--- src/rtl/conway_pkg.sv ---
// conway_pkg: shared types and defaults for the Conway generation scheduler.
// Optional watchdog macro used by the scheduler: CONWAY_GEN_WDOG_EN.
package conway_pkg;

  localparam int DEF_GEN_W       = 16;
  localparam int DEF_DIV_W       = 8;
  localparam int DEF_WDOG_CYCLES = 262144;

  // m1 holds generation t (displayed) when direction is 0
  localparam logic DIR_M1_T = 1'b0;
  localparam logic DIR_M2_T = 1'b1;

  typedef enum logic [1:0] {
    IDLE,
    WAIT_FRAME,
    COMPUTE,
    WAIT_SWAP
  } state_t;

endpackage

--- src/rtl/conway_gen_sched_if.sv ---
// conway_gen_sched_if: control/status bundle between the register file,
// VGA timing, the accelerator core and the generation scheduler.
interface conway_gen_sched_if
  import conway_pkg::*;
#(
  parameter int GEN_W = DEF_GEN_W,
  parameter int DIV_W = DEF_DIV_W
);

  logic             run;
  logic             step;
  logic [DIV_W-1:0] frames_per_gen;
  logic             vsync_start;
  logic             accel_done;
  logic             clear_status;
  logic             accel_start;
  logic             direction;
  logic             busy;
  logic [GEN_W-1:0] gen_count;
  logic             overrun;
  logic             wdog_fault;

  modport master (
    output run, step, frames_per_gen,
    output vsync_start, accel_done, clear_status,
    input  accel_start, direction, busy,
    input  gen_count, overrun, wdog_fault
  );

  modport slave (
    input  run, step, frames_per_gen,
    input  vsync_start, accel_done, clear_status,
    output accel_start, direction, busy,
    output gen_count, overrun, wdog_fault
  );

endinterface

--- src/rtl/conway_frame_div.sv ---
// conway_frame_div: vsync counter with clear, saturation at the divisor
// and a terminal-count flag (divisor 0 behaves as 1).
module conway_frame_div
  import conway_pkg::*;
#(
  parameter int DIV_W = DEF_DIV_W
) (
  input  logic             clk,
  input  logic             reset,
  input  logic             clr,
  input  logic             inc,
  input  logic [DIV_W-1:0] div,
  output logic             tc
);

  logic [DIV_W-1:0] cnt;
  logic [DIV_W-1:0] lim;
  logic [DIV_W:0]   nxt;

  assign lim = (div == '0) ? DIV_W'(1) : div;
  assign nxt = {1'b0, cnt} + (DIV_W+1)'(1);
  assign tc  = (nxt >= {1'b0, lim});

  // count vsyncs; park at the divisor once reached
  always_ff @(posedge clk or posedge reset) begin
    if (reset)
      cnt <= '0;
    else if (clr)
      cnt <= '0;
    else if (inc)
      cnt <= tc ? lim : nxt[DIV_W-1:0];
  end

endmodule

--- src/rtl/conway_gen_sched.sv ---
// conway_gen_sched: starts accelerator generations and swaps buffers in vblank.
// Optional cycle watchdog on COMPUTE enabled by CONWAY_GEN_WDOG_EN.
module conway_gen_sched
  import conway_pkg::*;
#(
  parameter int GEN_W       = DEF_GEN_W,
  parameter int DIV_W       = DEF_DIV_W,
  parameter int WDOG_CYCLES = DEF_WDOG_CYCLES
) (
  input logic               clk,
  input logic               reset,
  conway_gen_sched_if.slave bus
);

  if (WDOG_CYCLES < 2) begin : g_bad_wdog
    $error("WDOG_CYCLES must be at least 2");
  end

  state_t state, state_n;

  logic tc, fd_clr, fd_inc;
  logic start_c, swap_c, ovr_c, wdog_c, wdog_hit;
  logic vs, dn;

  logic             start_q, dir_q, busy_q;
  logic             ovr_q, wdog_q;
  logic [GEN_W-1:0] gen_q;

  assign vs = bus.vsync_start;
  assign dn = bus.accel_done;

  conway_frame_div #(.DIV_W(DIV_W)) u_div (
    .clk   (clk),
    .reset (reset),
    .clr   (fd_clr),
    .inc   (fd_inc),
    .div   (bus.frames_per_gen),
    .tc    (tc)
  );

`ifdef CONWAY_GEN_WDOG_EN
  localparam int WDOG_W = $clog2(WDOG_CYCLES + 1);
  logic [WDOG_W-1:0] wdog_cnt;

  // cycles spent waiting on the accelerator
  always_ff @(posedge clk or posedge reset) begin
    if (reset)
      wdog_cnt <= '0;
    else if (state == COMPUTE)
      wdog_cnt <= wdog_cnt + WDOG_W'(1);
    else
      wdog_cnt <= '0;
  end

  assign wdog_hit = (wdog_cnt == WDOG_W'(WDOG_CYCLES - 1));
`else
  assign wdog_hit = 1'b0;
`endif

  // state register
  always_ff @(posedge clk or posedge reset) begin
    if (reset)
      state <= IDLE;
    else
      state <= state_n;
  end

  // next-state logic
  always_comb begin
    state_n = state;
    unique case (state)
      IDLE: begin
        if (bus.run)
          state_n = WAIT_FRAME;
        else if (bus.step)
          state_n = COMPUTE;
      end
      WAIT_FRAME: begin
        if (!bus.run)
          state_n = IDLE;
        else if (vs && tc)
          state_n = COMPUTE;
      end
      COMPUTE: begin
        if (dn && vs)
          state_n = bus.run ? WAIT_FRAME : IDLE;
        else if (dn)
          state_n = WAIT_SWAP;
        else if (wdog_hit)
          state_n = IDLE;
      end
      WAIT_SWAP: begin
        if (vs)
          state_n = bus.run ? WAIT_FRAME : IDLE;
      end
      default: state_n = IDLE;
    endcase
  end

  // per-state actions: start, swap, overrun, divider control
  always_comb begin
    start_c = 1'b0;
    swap_c  = 1'b0;
    ovr_c   = 1'b0;
    wdog_c  = 1'b0;
    fd_clr  = 1'b0;
    fd_inc  = 1'b0;
    unique case (state)
      IDLE: begin
        fd_clr  = 1'b1;
        start_c = !bus.run && bus.step;
      end
      WAIT_FRAME: begin
        if (!bus.run) begin
          fd_clr = 1'b1;
        end else if (vs) begin
          start_c = tc;
          fd_clr  = tc;
          fd_inc  = !tc;
        end
      end
      COMPUTE: begin
        if (dn && vs) begin
          swap_c = 1'b1;
        end else if (!dn) begin
          fd_inc = vs;
          ovr_c  = vs && tc;
          wdog_c = wdog_hit;
        end
      end
      WAIT_SWAP: swap_c = vs;
      default: ;
    endcase
  end

  // registered outputs
  always_ff @(posedge clk or posedge reset) begin
    if (reset) begin
      start_q <= 1'b0;
      dir_q   <= DIR_M1_T;
      busy_q  <= 1'b0;
      gen_q   <= '0;
      ovr_q   <= 1'b0;
      wdog_q  <= 1'b0;
    end else begin
      start_q <= start_c;
      if (start_c)
        busy_q <= 1'b1;
      else if (swap_c || wdog_c)
        busy_q <= 1'b0;
      if (swap_c) begin
        dir_q <= ~dir_q;
        gen_q <= gen_q + GEN_W'(1);
      end
      if (ovr_c)
        ovr_q <= 1'b1;
      else if (bus.clear_status)
        ovr_q <= 1'b0;
      if (wdog_c)
        wdog_q <= 1'b1;
      else if (bus.clear_status)
        wdog_q <= 1'b0;
    end
  end

  assign bus.accel_start = start_q;
  assign bus.direction   = dir_q;
  assign bus.busy        = busy_q;
  assign bus.gen_count   = gen_q;
  assign bus.overrun     = ovr_q;
  assign bus.wdog_fault  = wdog_q;

endmodule

--- src/flat_wrapper.sv ---
// flat-port wrapper written by rule: the top's interface ports become plain ports
module conway_gen_sched_flat import conway_pkg::*;
#(
  parameter int GEN_W       = DEF_GEN_W,
  parameter int DIV_W       = DEF_DIV_W,
  parameter int WDOG_CYCLES = DEF_WDOG_CYCLES
)
  (clk, reset, bus_run, bus_step, bus_frames_per_gen, bus_vsync_start, bus_accel_done, bus_clear_status, bus_accel_start, bus_direction, bus_busy, bus_gen_count, bus_overrun, bus_wdog_fault);
  conway_gen_sched_if #(.GEN_W(GEN_W), .DIV_W(DIV_W)) bus_i ();
  input logic clk;
  input logic reset;
  input wire logic [$bits(bus_i.run)-1:0] bus_run;
  input wire logic [$bits(bus_i.step)-1:0] bus_step;
  input wire logic [$bits(bus_i.frames_per_gen)-1:0] bus_frames_per_gen;
  input wire logic [$bits(bus_i.vsync_start)-1:0] bus_vsync_start;
  input wire logic [$bits(bus_i.accel_done)-1:0] bus_accel_done;
  input wire logic [$bits(bus_i.clear_status)-1:0] bus_clear_status;
  output wire logic [$bits(bus_i.accel_start)-1:0] bus_accel_start;
  output wire logic [$bits(bus_i.direction)-1:0] bus_direction;
  output wire logic [$bits(bus_i.busy)-1:0] bus_busy;
  output wire logic [$bits(bus_i.gen_count)-1:0] bus_gen_count;
  output wire logic [$bits(bus_i.overrun)-1:0] bus_overrun;
  output wire logic [$bits(bus_i.wdog_fault)-1:0] bus_wdog_fault;
  assign bus_i.run = bus_run;
  assign bus_i.step = bus_step;
  assign bus_i.frames_per_gen = bus_frames_per_gen;
  assign bus_i.vsync_start = bus_vsync_start;
  assign bus_i.accel_done = bus_accel_done;
  assign bus_i.clear_status = bus_clear_status;
  assign bus_accel_start = bus_i.accel_start;
  assign bus_direction = bus_i.direction;
  assign bus_busy = bus_i.busy;
  assign bus_gen_count = bus_i.gen_count;
  assign bus_overrun = bus_i.overrun;
  assign bus_wdog_fault = bus_i.wdog_fault;
  conway_gen_sched #(.GEN_W(GEN_W), .DIV_W(DIV_W), .WDOG_CYCLES(WDOG_CYCLES)) u_core (.clk(clk), .reset(reset), .bus(bus_i));
endmodule
--- config.mk ---
export PLATFORM = sky130hd
export DESIGN_NAME = conway_gen_sched_flat
export DESIGN_NICKNAME = d
export VERILOG_FILES = /design/src/rtl/conway_pkg.sv /design/src/rtl/conway_gen_sched_if.sv /design/src/rtl/conway_frame_div.sv /design/src/rtl/conway_gen_sched.sv /design/src/flat_wrapper.sv
export SDC_FILE = /design/constraint.sdc
export NUM_CORES = 1
export LEC_CHECK = 0
export CORE_AREA = 4 4 75 77
export CTS_CLUSTER_SIZE = 8
export DETAILED_ROUTE_END_ITERATION = 7
export DIE_AREA = 0 0 79 81
export PLACE_DENSITY = 0.73
export RECOVER_POWER = 25
export SYNTH_ARGS = -nofsm -noshare
export SYNTH_HDL_FRONTEND = slang
export SYNTH_SLANG_ARGS = --single-unit
--- constraint.sdc ---
create_clock -name clk -period 3.9 [get_ports clk]
set_clock_uncertainty 0.05 [all_clocks]
set_input_delay 0.975 -clock clk [delete_from_list [all_inputs] [get_ports clk]]
set_output_delay 0.975 -clock clk [all_outputs]
set_load 0.02 [all_outputs]
==> impl_results.md <==
- Status: complete, but fails checks
- Failing checks: capacitance limit, slew limit
- Overall power: 1.08 mW
- Residual DRC: 0
- Synth Area in Compound Gates: 17.5%
- Die Wd: 79 um
- Post-synth EDFFs: 0
- Hold slack: 0.414 ns
- Dpl hpwl: 3110 um
- Chip height: 81 um
- Worst-Skew Late Latency: 0.27 ns
- Routability congestion estimate: 0.840
- Flops & latches, synth: 30
- Post-synthesis adder-cell area fraction: 9.14%
- Core Util, Final: 48.0%
- RSZ-0062 raised after global routing: no
- Final WS setup: 0.456 ns
- Startpoint Class: input port
- Row Count: 26
- Sequential-to-total area share from yosys stat: 39.2%
- Slew Viols, Final: 31
- CTS sink count: 30
- Synth-to-Final Area Change: 25.6%
- Top Ports: 36
- Syn_nets: 235
- CTS tree: yes
- Vias in the first global route: 1522
- Die ar.: 6400 sq um
- Drt pass-1 iters: 4
- Cells taking the most area after synthesis: dfrtp_1, ha_1, xnor2_1, nand2_1, a21oi_1
- Worst-margin pin slew: 1.59 ns
- MaxCap Viol Count: 1
- # setup viols final: 0
- IO Port Bufs: 34
- LEAKAGE: 1.07 nW
- Met3 usage: 3.44%
- Total CTS buffers: 5
- Top post-synthesis cells by count: dfrtp_1, nand2_1, inv_1, xnor2_1
- Cell Area, Synth: 1920 sq um
- Fin nets: 274
- Detail Route Antenna Nets: 0
- Post-Syn Instances: 206
- Synth Flop Type: dfrtp_1
- Largest net degree at the start of global routing: 31
- Crit. End Element: register
- PwrDens: 451 nW/um^2
- Post-DP Area: 2330 sq um
- Post-Synth Simple-Gate Area: 17.2%
- Grt total ovfl: 0
- Fin Setup TNS: 0 ns
- Req. time, crit path: 4.01 ns
- WS Path Type: input port to register
- Final Hold Viols: 0
- Crit path DAT: 3.56 ns
- Worst slew margin: -6.31%
- Main combinational cell family by area after synthesis: compound AO/OA/AOI/OAI gates
- Xor and xnor area share after synthesis: 10.1%
- CTS Buffer Depth: 2
- Post-Layout Inst Area: 2410 sq um
- Hold_buf cts: 0
- Share of post-route cells with drive strength above 1: 7.35%
- Syn Area/Cell: 9.30 sq um
- CTS resizes: 0
- Dpl cells: 308
- GR peak layer: met2
- Final min period: 3.44 ns
- Post-route clock period utilization: 88.3%
- H-tree Lvls: 2
- Initial core utilization: 38.2%
- Total track usage: 13.5%
- Max IR drop VDD: 0.184 mV
- Yosys warnings: 0
- Yosys cell types: 47
- Core footprint: 5010 sq um
- Worst slack at placement: 0.152 ns
- Met2 Use GR: 22.2%
- Starting DRT DRC Count: 39
- First-pass GRT wire length: 6830 um
- Top cell type's share of synthesized area: 39.2%
- Root Driver: clkbuf_8
- Fmax: 0.290 GHz
- FFs w/ async S/R, synth: 100%
- Vias: 1627
- Initial antenna violation count: 0
- Hold Crit Class: register to register
- Drt via density: 5.17
- N_diodes: 0
- Per-cell routed wire length: 12.8 um
- Finished Layout Cells: 315
- Most common cell in the netlist: dfrtp_1
- Largest area contributor in the netlist: dfrtp_1
- Final WL: 4040 um
- Multiplexer share of the synthesized area: 1.11%
- Critical-path maximum fanout: 9
- Met1 usage: 17.0%
- Reg clk slew, reported paths: 0.06 ns
- Postcts setup bufs: 0
-- report_power, final --
group	total [mW]	internal (mW)	switching, mW	leakage [nW]
registers	0.420	0.364	0.0562	0.405
logic	0.435	0.198	0.238	0.624
clock network	0.230	0.119	0.110	0.0438
-- final timing paths --
kind	start	endpoint	slack, ns	depth (start not counted)
max in group asynchronous	reset	u_core.u_div.cnt[4]$_DFFE_PP0P_	1.23	3
min in group asynchronous	reset	u_core.bus.gen_count[12]$_DFFE_PP0P_	1.65	3
min reg2reg	u_core.bus.gen_count[15]$_DFFE_PP0P_	u_core.bus.gen_count[15]$_DFFE_PP0P_	0.41	1
max reg2reg	u_core.u_div.cnt[0]$_DFFE_PP0P_	u_core.state[1]$_DFFE_PP0P_	0.50	11
max	bus_frames_per_gen[5]	u_core.state[1]$_DFFE_PP0P_	0.46	11
min	u_core.bus.gen_count[15]$_DFFE_PP0P_	u_core.bus.gen_count[15]$_DFFE_PP0P_	0.41	1
-- kinds of logic (layout without fill, tap and decap cells) --
kind of cell	Yosys count	count (layout)
other	1	1
DFF	30	30
muxes	2	2
AOI/OAI and AO/OA	48	48
and+or+nand+nor	66	66
adders and majority gates	14	14
xor gates and xnor gates	22	22
buffers and inverters	23	62
-- layer usage --
| metal | vias to the layer above | share of wire, % |
|---|---|---|
| met5 | - | 0 |
| met4 | 0 | 1.9 |
| met3 | 9 | 7.2 |
| met2 | 51 | 46 |
| met1 | 764 | 45 |
| li1 | 803 | - |
-- sequential cells by signal (all words and copies together) (netlist names) --
signal and flops:
u_core.bus.direction 1, u_core.bus.overrun 1, u_core.u_div.cnt 8, u_core.bus.accel_start 1, u_core.bus.gen_count 16, u_core.state 2
u_core.bus.busy 1
-- placed cells by master, fill, tap and decap left out, types with 2 or more instances in the layout --
cell,count
xnor2_1,17
clkbuf_8,5
nor4_1,3
nor2_1,6
inv_1,17
a21o_1,4
nand2_1,24
o22ai_1,3
nand2b_1,3
and2_1,2
o211ai_1,3
and3_1,3
clkinv_2,2
dfrtp_1,30
clkdlybuf4s50_1,33
o32ai_1,4
nand3_1,10
buf_4,3
nand4_1,6
nor3_1,3
a21oi_1,14
xor2_1,5
o21ai_0,5
a31oi_1,2
ha_1,14
-- cell type report --
type / instances / area, sq um
multi-input cells: 153 / 1060
inverters: 17 / 63.8
well taps: 70 / 87.6
clock buffers: 5 / 68.8
flip-flops and latches: 30 / 751
repair buffers: 38 / 367
clock inverters: 2 / 10.0
fillers: 500 / 2600
-- worst max-delay path, cell delays in order --
cell             delay [ns]
clkdlybuf4s50_1        0.45
nor4_1                 0.31
a41oi_1                0.15
inv_1                  0.09
ha_1                   0.22
nor2b_1                0.11
o21ai_1                0.10
and4_4                 0.23
o21ai_0                0.34
a31o_2                 0.24
mux2_2                 0.33
Note: power is estimated with default switching activity, not from simulation.
